## src/rtl/cache_bus_pkg.sv

```systemverilog
// Shared definitions for the CPU-side bus master, the cache model and the bench.
// Holds the C1 command encoding, the response code, the field widths of the
// {tag,set,offset} byte address and the beats-per-command helper.
package cache_bus_pkg;

    localparam int TAG_W    = 8;
    localparam int SET_W    = 6;
    localparam int OFFSET_W = 4;
    localparam int ADDR_W   = TAG_W + SET_W + OFFSET_W;
    localparam int A1_W     = TAG_W + SET_W;
    localparam int D1_W     = 16;
    localparam int C1_W     = 3;

    typedef enum logic [C1_W-1:0] {
        C1_NOP   = 3'd0,
        C1_RD8   = 3'd1,
        C1_RD16  = 3'd2,
        C1_RD32  = 3'd3,
        C1_INVAL = 3'd4,
        C1_WR8   = 3'd5,
        C1_WR16  = 3'd6,
        C1_WR32  = 3'd7
    } c1_cmd_e;

    // Code the cache places on C1 for every response beat.
    localparam logic [C1_W-1:0] C1_RESPONSE = 3'd7;

    // A 32-bit read needs two 16-bit D1 beats; everything else completes on one.
    function automatic logic [1:0] beats_for(input c1_cmd_e cmd);
        return (cmd == C1_RD32) ? 2'd2 : 2'd1;
    endfunction

    function automatic logic is_write(input c1_cmd_e cmd);
        return (cmd == C1_WR8) || (cmd == C1_WR16) || (cmd == C1_WR32);
    endfunction

endpackage

```

## src/rtl/cpu_bus_master.sv

```systemverilog
// cpu_bus_master: turns a single-outstanding valid/ready core request into
// the C1/A1/D1 command sequence the cache consumes, then collects the
// cache's response beats (C1 == 7) and reports completion on resp_valid.
//
// Ports:
//   clk, rst_n                  clock, asynchronous active-low reset
//   req_valid/req_ready         core handshake; ready only while idle
//   req_cmd/req_addr/req_wdata  command, {tag,set,offset} address, write data
//   resp_valid/resp_rdata/resp_err  one-cycle completion pulse, data, timeout
//   a1_out/a1_oe                A1 address bus drive value/enable
//   d1_out/d1_oe/d1_in          D1 data bus drive value/enable, resolved value
//   c1_out/c1_oe/c1_in          C1 command bus drive value/enable, resolved value
//   req_count                   number of accepted requests (wraps)
//
// Bus drive values are decoded from registered state, so the bus is driven
// the cycle after acceptance and released as soon as reset asserts.
module cpu_bus_master
    import cache_bus_pkg::*;
#(
    parameter int ADDR_SIZE      = ADDR_W,
    parameter int TAG_SIZE       = TAG_W,
    parameter int SET_SIZE       = SET_W,
    parameter int OFFSET_SIZE    = OFFSET_W,
    parameter int A1_SIZE        = A1_W,
    parameter int D1_SIZE        = D1_W,
    parameter int C1_SIZE        = C1_W,
    parameter int TIMEOUT_CYCLES = 512
) (
    input  logic                 clk,
    input  logic                 rst_n,
    input  logic                 req_valid,
    output logic                 req_ready,
    input  logic [2:0]           req_cmd,
    input  logic [ADDR_SIZE-1:0] req_addr,
    input  logic [31:0]          req_wdata,
    output logic                 resp_valid,
    output logic [31:0]          resp_rdata,
    output logic                 resp_err,
    output logic [A1_SIZE-1:0]   a1_out,
    output logic                 a1_oe,
    output logic [D1_SIZE-1:0]   d1_out,
    output logic                 d1_oe,
    input  logic [D1_SIZE-1:0]   d1_in,
    output logic [C1_SIZE-1:0]   c1_out,
    output logic                 c1_oe,
    input  logic [C1_SIZE-1:0]   c1_in,
    output logic [31:0]          req_count
);

    localparam int TMR_W = $clog2(TIMEOUT_CYCLES);
    // The counter starts at 0 on WAIT entry; the edge that would take it to
    // TIMEOUT_CYCLES-1 is the one that gives up.
    localparam logic [TMR_W-1:0] TMR_LAST = TMR_W'(TIMEOUT_CYCLES - 2);

    typedef enum logic [2:0] {
        S_IDLE, S_CMD1, S_CMD2, S_TURN, S_WAIT, S_RELEASE
    } state_e;

    state_e                state_reg, state_next;
    c1_cmd_e               cmd_reg, cmd_next;
    logic [ADDR_SIZE-1:0]  addr_reg, addr_next;
    logic [31:0]           wdata_reg, wdata_next;
    logic [TMR_W-1:0]      timer_reg, timer_next;
    logic                  beat_cnt_reg, beat_cnt_next;
    logic [D1_SIZE-1:0]    low_half_reg, low_half_next;
    logic                  resp_valid_reg, resp_valid_next;
    logic                  resp_err_reg, resp_err_next;
    logic [31:0]           resp_rdata_reg, resp_rdata_next;
    logic [31:0]           req_count_reg, req_count_next;

    logic                  beat;
    logic                  final_beat;
    logic                  timeout_hit;
    logic [31:0]           rdata_final;

    // An X/Z on C1 compares unknown and therefore never counts as a beat.
    assign beat        = (c1_in == C1_RESPONSE);
    assign final_beat  = (beats_for(cmd_reg) == 2'd1) || beat_cnt_reg;
    assign timeout_hit = (timer_reg == TMR_LAST);

    // Read data as it stands on the final beat: the current D1 value plus,
    // for RD32, the low half captured on the first beat.
    always_comb begin
        rdata_final = '0;
        case (cmd_reg)
            C1_RD8:  rdata_final = {24'b0, d1_in[7:0]};
            C1_RD16: rdata_final = 32'(d1_in);
            C1_RD32: rdata_final = 32'({d1_in, low_half_reg});
            default: rdata_final = '0;
        endcase
    end

    always_ff @(posedge clk or negedge rst_n) begin
        if (!rst_n) begin
            state_reg      <= S_IDLE;
            cmd_reg        <= C1_NOP;
            addr_reg       <= '0;
            wdata_reg      <= '0;
            timer_reg      <= '0;
            beat_cnt_reg   <= 1'b0;
            low_half_reg   <= '0;
            resp_valid_reg <= 1'b0;
            resp_err_reg   <= 1'b0;
            resp_rdata_reg <= '0;
            req_count_reg  <= '0;
        end else begin
            state_reg      <= state_next;
            cmd_reg        <= cmd_next;
            addr_reg       <= addr_next;
            wdata_reg      <= wdata_next;
            timer_reg      <= timer_next;
            beat_cnt_reg   <= beat_cnt_next;
            low_half_reg   <= low_half_next;
            resp_valid_reg <= resp_valid_next;
            resp_err_reg   <= resp_err_next;
            resp_rdata_reg <= resp_rdata_next;
            req_count_reg  <= req_count_next;
        end
    end

    always_comb begin
        state_next      = state_reg;
        cmd_next        = cmd_reg;
        addr_next       = addr_reg;
        wdata_next      = wdata_reg;
        timer_next      = timer_reg;
        beat_cnt_next   = beat_cnt_reg;
        low_half_next   = low_half_reg;
        resp_valid_next = 1'b0;
        resp_err_next   = 1'b0;
        resp_rdata_next = '0;
        req_count_next  = req_count_reg;

        req_ready = 1'b0;
        a1_oe     = 1'b0;
        a1_out    = '0;
        c1_oe     = 1'b0;
        c1_out    = '0;
        d1_oe     = 1'b0;
        d1_out    = '0;

        case (state_reg)
            S_IDLE: begin
                req_ready = 1'b1;
                if (req_valid) begin
                    cmd_next       = c1_cmd_e'(req_cmd);
                    addr_next      = req_addr;
                    wdata_next     = req_wdata;
                    req_count_next = req_count_reg + 32'd1;
                    // NOP never touches the bus; it completes straight away.
                    if (c1_cmd_e'(req_cmd) == C1_NOP) begin
                        resp_valid_next = 1'b1;
                    end else begin
                        state_next = S_CMD1;
                    end
                end
            end

            S_CMD1: begin
                c1_oe  = 1'b1;
                c1_out = cmd_reg;
                a1_oe  = 1'b1;
                a1_out = {addr_reg[ADDR_SIZE-1 -: TAG_SIZE], addr_reg[OFFSET_SIZE +: SET_SIZE]};
                if (is_write(cmd_reg)) begin
                    d1_oe  = 1'b1;
                    d1_out = (cmd_reg == C1_WR8) ? D1_SIZE'(wdata_reg[7:0])
                                                 : D1_SIZE'(wdata_reg[15:0]);
                end
                state_next = S_CMD2;
            end

            S_CMD2: begin
                c1_oe  = 1'b1;
                c1_out = cmd_reg;
                a1_oe  = 1'b1;
                a1_out = A1_SIZE'(addr_reg[OFFSET_SIZE-1:0]);
                // Only WR32 has a second data half to send.
                if (cmd_reg == C1_WR32) begin
                    d1_oe  = 1'b1;
                    d1_out = D1_SIZE'(wdata_reg[31:16]);
                end
                state_next = S_TURN;
            end

            S_TURN: begin
                timer_next    = '0;
                beat_cnt_next = 1'b0;
                state_next    = S_WAIT;
            end

            S_WAIT: begin
                if (beat) begin
                    timer_next = '0;
                    if (final_beat) begin
                        resp_valid_next = 1'b1;
                        resp_rdata_next = rdata_final;
                        state_next      = S_RELEASE;
                    end else begin
                        low_half_next = d1_in;
                        beat_cnt_next = 1'b1;
                    end
                end else if (timeout_hit) begin
                    resp_valid_next = 1'b1;
                    resp_err_next   = 1'b1;
                    state_next      = S_IDLE;
                end else begin
                    timer_next = timer_reg + 1'b1;
                end
            end

            S_RELEASE: begin
                // Wait for the cache to drop its response so a held C1 == 7
                // cannot be counted as a beat of the next request. A stuck
                // response is abandoned silently: completion was already sent.
                if (!beat || timeout_hit) begin
                    state_next = S_IDLE;
                end else begin
                    timer_next = timer_reg + 1'b1;
                end
            end

            default: state_next = S_IDLE;
        endcase
    end

    assign resp_valid = resp_valid_reg;
    assign resp_err   = resp_err_reg;
    assign resp_rdata = resp_rdata_reg;
    assign req_count  = req_count_reg;

endmodule

```

## config.mk

```make
export PLATFORM = sky130hd
export DESIGN_NAME = cpu_bus_master
export DESIGN_NICKNAME = d
export VERILOG_FILES = /design/src/rtl/cache_bus_pkg.sv /design/src/rtl/cpu_bus_master.sv
export SDC_FILE = /design/constraint.sdc
export NUM_CORES = 1
export LEC_CHECK = 0
export ABC_AREA = 1
export CAP_MARGIN = 20
export CORE_UTILIZATION = 34
export DETAILED_ROUTE_END_ITERATION = 10
export SYNTH_ARGS = -nofsm -noshare
export SYNTH_HDL_FRONTEND = slang
export SYNTH_SLANG_ARGS = --single-unit
```

## constraint.sdc

```tcl
create_clock -name clk -period 4.5 [get_ports clk]
set_clock_uncertainty 0.15 [all_clocks]
set_input_delay 0.9 -clock clk [delete_from_list [all_inputs] [get_ports clk]]
set_output_delay 0.9 -clock clk [all_outputs]
set_load 0.01 [all_outputs]
```

## Word-level counts from Yosys, hierarchy flattened

Index checks and enable logic that the tools add are counted.
Widths: inputs -> output; s select.

- Register bits after elaboration: 148
- Input port bits: 75
- Output and inout bits: 103
- Word-level logic and storage cells: 90

- $add $sub $neg: 2
- Equality and inequality tests: 23
- Multiplexer cells: 38
- Bitwise operators: 1
- Reduce and logical (&&, ||, !) cells: 15

Operators with widths:

| cell | number |
|---|---|
| $mux 32 | 3 |
| $pmux 32 s3 | 1 |
| $mux 16 | 3 |
| $add 32x1->32 const B | 1 |
| $pmux 16 s2 | 1 |
| $pmux 14 s2 | 1 |
| $mux 9 | 3 |
| $pmux 9 s3 | 1 |
| $mux 3 | 7 |
| $eq 3x3->1 const B | 6 |
| $pmux 3 s6 | 1 |
| $mux 1 | 13 |
| $eq 3x2->1 const B | 4 |
| $ne 2x2->1 const B | 6 |
| $add 9x1->9 const B | 1 |
| $eq 9x9->1 const B | 1 |
| $ne 3x3->1 const B | 3 |
| $reduce_and 3->1 | 3 |
| $eq 3x1->1 const B | 2 |
| $logic_not 3->1 | 2 |
| $pmux 1 s2 | 3 |
| $reduce_and 5->1 | 1 |
| $logic_or 1x1->1 | 4 |
| $reduce_bool 3->1 | 1 |
| 7 further kinds | 7 |

## Depth between registers and ports, before layout

- Word-level depth: 7
- Gate-level depth with buffers: 12
- Mapped depth without buffers: 12

## Least setup slack after synthesis

OpenSTA, ideal clock, no wires.

- Kind: register to output
- From: reg state_reg[1]
- To: out d1_out[10]
- Arrival: 1.330 ns
- Required time: 3.450 ns
- Path slack: 2.120 ns
- Cell stages (with the launch flop): 5
- Path buffers: 1
- Path through: dfrtp_1 -> nor3_2 -> nand3_1 -> buf_2 -> o22ai_1

- Longest elaborated chain between the ends: 2
- Elaborated cells between the ends (all ways): 3
- Those cells by class: eq/ne (2); mux (1)

RTL lines:

| item | line | text |
|---|---|---|
| start: declaration | cpu_bus_master.sv:59 | `state_e state_reg, state_next;` |
| start signal: assignment | cpu_bus_master.sv:107 | `state_reg <= state_next;` |
| $eq 3x2->1 or $eq 3x1->1 (tied branches) | cpu_bus_master.sv:142 | `case (state_reg)` |
| $pmux 16 s2 * | cpu_bus_master.sv:142 |  |
| end: declaration | cpu_bus_master.sv:41 | `output logic [D1_SIZE-1:0] d1_out,` |

Mark *: on every way between the ends. The rest lies on a longest branch, timed or not.

## Final worst setup path

- From: reg state_reg[0]
- To: out d1_out[15]

Same word-level chain as after synthesis.

==> flow_metrics.env <==
export IMPL_gp_congestion=0.863
export IMPL_drt_iter0_drc=301
export IMPL_syn_area_sq_mm=0.00704
export IMPL_path_clk_slew_ns=0.06
export IMPL_grt_usage=0.181
export IMPL_yosysSeqAreaShare=0.526
export IMPL_synthTopCellsByArea="dfrtp_1 53%, nand2_1 13%, inv_1 6.1%, nor2_1 4.5%, o21ai_0 3.6%"
export IMPL_cp_slowest_cell="nand3_1"
export IMPL_hold_class="primary input to async pin"
export IMPL_grt_overflow=0
export IMPL_initial_core_util=0.348
export IMPL_tightest_slew_ns=0.891
export IMPL_r2r_slack_ns=2.16
export IMPL_worst_slack_ns=0.508
export IMPL_status="completed"
export IMPL_syn_inst=838
export IMPL_wl_met2_mm=8.37
export IMPL_finalWorstPathRequiredPeriod_ns=3.99
export IMPL_drt_first_pass_iters=5
export IMPL_post_drt_wl_per_cell_um=14.1
export IMPL_rsz0062_at_grt="no"
export IMPL_ys_types=38
export IMPL_endpoint_kind="output port"
export IMPL_remaining_drc_errors=0
export IMPL_area_delta_synth_final_pct=37.3
export IMPL_slew_violations=0
export IMPL_p_seq_frac=0.380
export IMPL_p_sw_uw=1600
export IMPL_grt_pass1_wl_mm=30.2
export IMPL_dieArea_sq_mm=0.0213
export IMPL_fin_crit_sh=0.887
export IMPL_critPathLaunchType="register"
export IMPL_cap_viol_max_count=0
export IMPL_cts_repair_resize_count=0
export IMPL_cp_slowest_stage_delay_ns=0.64
export IMPL_die_h_um=146
export IMPL_cts_buffers=17
export IMPL_synth_top_area_frac=0.526
export IMPL_netSwitchingFraction=0.342
export IMPL_power_density_mw_per_mm2=484
export IMPL_crit_chain="inv_1 > nor3_2 > nand3_1 > o22ai_1 > clkdlybuf4s50_1"
export IMPL_p_int_uw=3070
export IMPL_p_leak_uw=0.00446
export IMPL_slew_headroom=0.404
export IMPL_cts_buffer_depth=2
export IMPL_worstReg2RegStart="state_reg[0]"
export IMPL_wl_met1_mm=8.57
export IMPL_numPortBuffers=177
export IMPL_setup_viol=0
export IMPL_yosysWarnings=0
export IMPL_diodes=0
export IMPL_clockPowerShare=0.315
export IMPL_ir_worst_vdd_uv=274
export IMPL_yosys_area_top_type="dfrtp_1"
export IMPL_ant_nets=0
export IMPL_dieWidth_um=146
export IMPL_crit_type="register to output port"
export IMPL_cp_data_arrival_time_ns=2.94
export IMPL_r2r_cells=5
export IMPL_top_layer_used="met4"
export IMPL_clock_root_buffer="clkbuf_16"
export IMPL_via_count=5898
export IMPL_fin_util=0.478
export IMPL_timing_rr_end="addr_reg[4]"
export IMPL_fin_tns_setup_ns=0
export IMPL_dp_final_hpwl_mm=12.8
export IMPL_antenna_found_initial=0
export IMPL_ioPinCount=178
export IMPL_wl_mm=18.3
export IMPL_drive_gt1_frac=0.0771
export IMPL_grt_pass1_vias=5778
export IMPL_layout_common_cells="242 x nand2_1, 176 x clkdlybuf4s50_1, 148 x dfrtp_1, 115 x inv_1, 84 x nor2_1"
export IMPL_crit_buf_inv=2
export IMPL_place_ws_ns=1.01
export IMPL_htreeDepth=4
export IMPL_cpLargestDelayFamily="simple AND/OR/NAND/NOR gates"
export IMPL_required_ns=3.45
export IMPL_avgSynthCellArea_sq_um=8.40
export IMPL_wl_met3_mm=1.08
export IMPL_syn_nets=916
export IMPL_cts_tree="done"
export IMPL_core_area_sq_mm=0.0202
export IMPL_cts_hold_buf=0
export IMPL_cp_max_fo=17
export IMPL_grt_max_degree=77
export IMPL_synth_ff_latch_count=148
export IMPL_cts_setup_buffers=0
export IMPL_hold_viol_final=0
export IMPL_mostFrequentLayoutCell="nand2_1"
export IMPL_fmax_ghz=0.251
export IMPL_clkSinkCount=148
export IMPL_combPwrFrac=0.305
export IMPL_nets=1091
export IMPL_worstSkewPairLatency_ns=0.42
export IMPL_vias_per_cell=4.55
export IMPL_core_rowCount=52
## routing by layer
metal,track usage,vias up
li1,-,2980
met1,0.241,2747
met2,0.286,152
met3,0.0498,19
met4,0.0600,0
met5,0,-
## worst max path at each step
stage,startpoint,cells after the start,to
after global routing,state_reg[0],5,d1_out[12]
after floorplan,state_reg[1],4,d1_out[10]
after global placement,state_reg[0],5,d1_out[13]
final,state_reg[0],5,d1_out[15]
after detailed placement,state_reg[0],5,d1_out[3]
after CTS,state_reg[0],5,d1_out[15]
## cells by family (layout without fill, tap and decap cells)
group | Yosys count | count (layout) | share of synthesized area
and+or+nand+nor | 410 | 410 | 0.266
AOI/OAI and AO/OA | 113 | 113 | 0.0926
xor gates and xnor gates | 18 | 18 | 0.0235
adders and majority gates | 3 | 3 | 0.00533
buffers and inverters | 146 | 333 | 0.0860
DFF | 148 | 148 | 0.526
## worst register-to-register path: cells and delay by family (launching register included)
family / cells / cell delay [ns]
compound gates: 1 / 0.12
simple gates: 2 / 0.51
buf+inv: 2 / 0.91
flops: 1 / 0.51
## area by class of cell
type | instances | area (sq um)
fillers | 1981 | 10600
flip-flops and latches | 148 | 3700
multi-input cells | 544 | 2730
repair buffers | 182 | 1840
clock buffers | 20 | 457
inverters | 120 | 453
well taps | 270 | 338
clock inverters | 11 | 150
## power groups by stage
stage          clock [uW]  combinational, uW  sequential (uW)
6_report             1470               1430             1770
5_1_grt              1560               1610             1810
4_1_cts              1510               1450             1770
3_5_place_dp            0               1440             1790
3_3_place_gp            0               1440             1790
2_1_floorplan           0                903             1750
## synthesized netlist by cell type, drive strengths merged
master and number:
a22oi 8, o21ai 70, nor2 97, a21oi 10, nand4 19, clkbuf 7
ha 3, o21bai 2, xor2 10, o2111ai 2, buf 19, nand3 29
nand2 252, a211oi 1, o22ai 20, xnor2 8, nand3b 5, inv 120
dfrtp 148, nor3 8
## per-stage QoR
stage                     cells  hold WS, ns  power (uW)  instance area, sq um
after floorplan             838        0.299        2660                  7040
after CTS                  1295        0.334        4740                  9670
after global routing       1295        0.359        4980                  9670
after global placement     1264        0.316        3230                  9060
after detailed placement   1264        0.319        3230                  9060
final                      1295        0.330        4670                  9670
(Power assumes the default switching activity.)
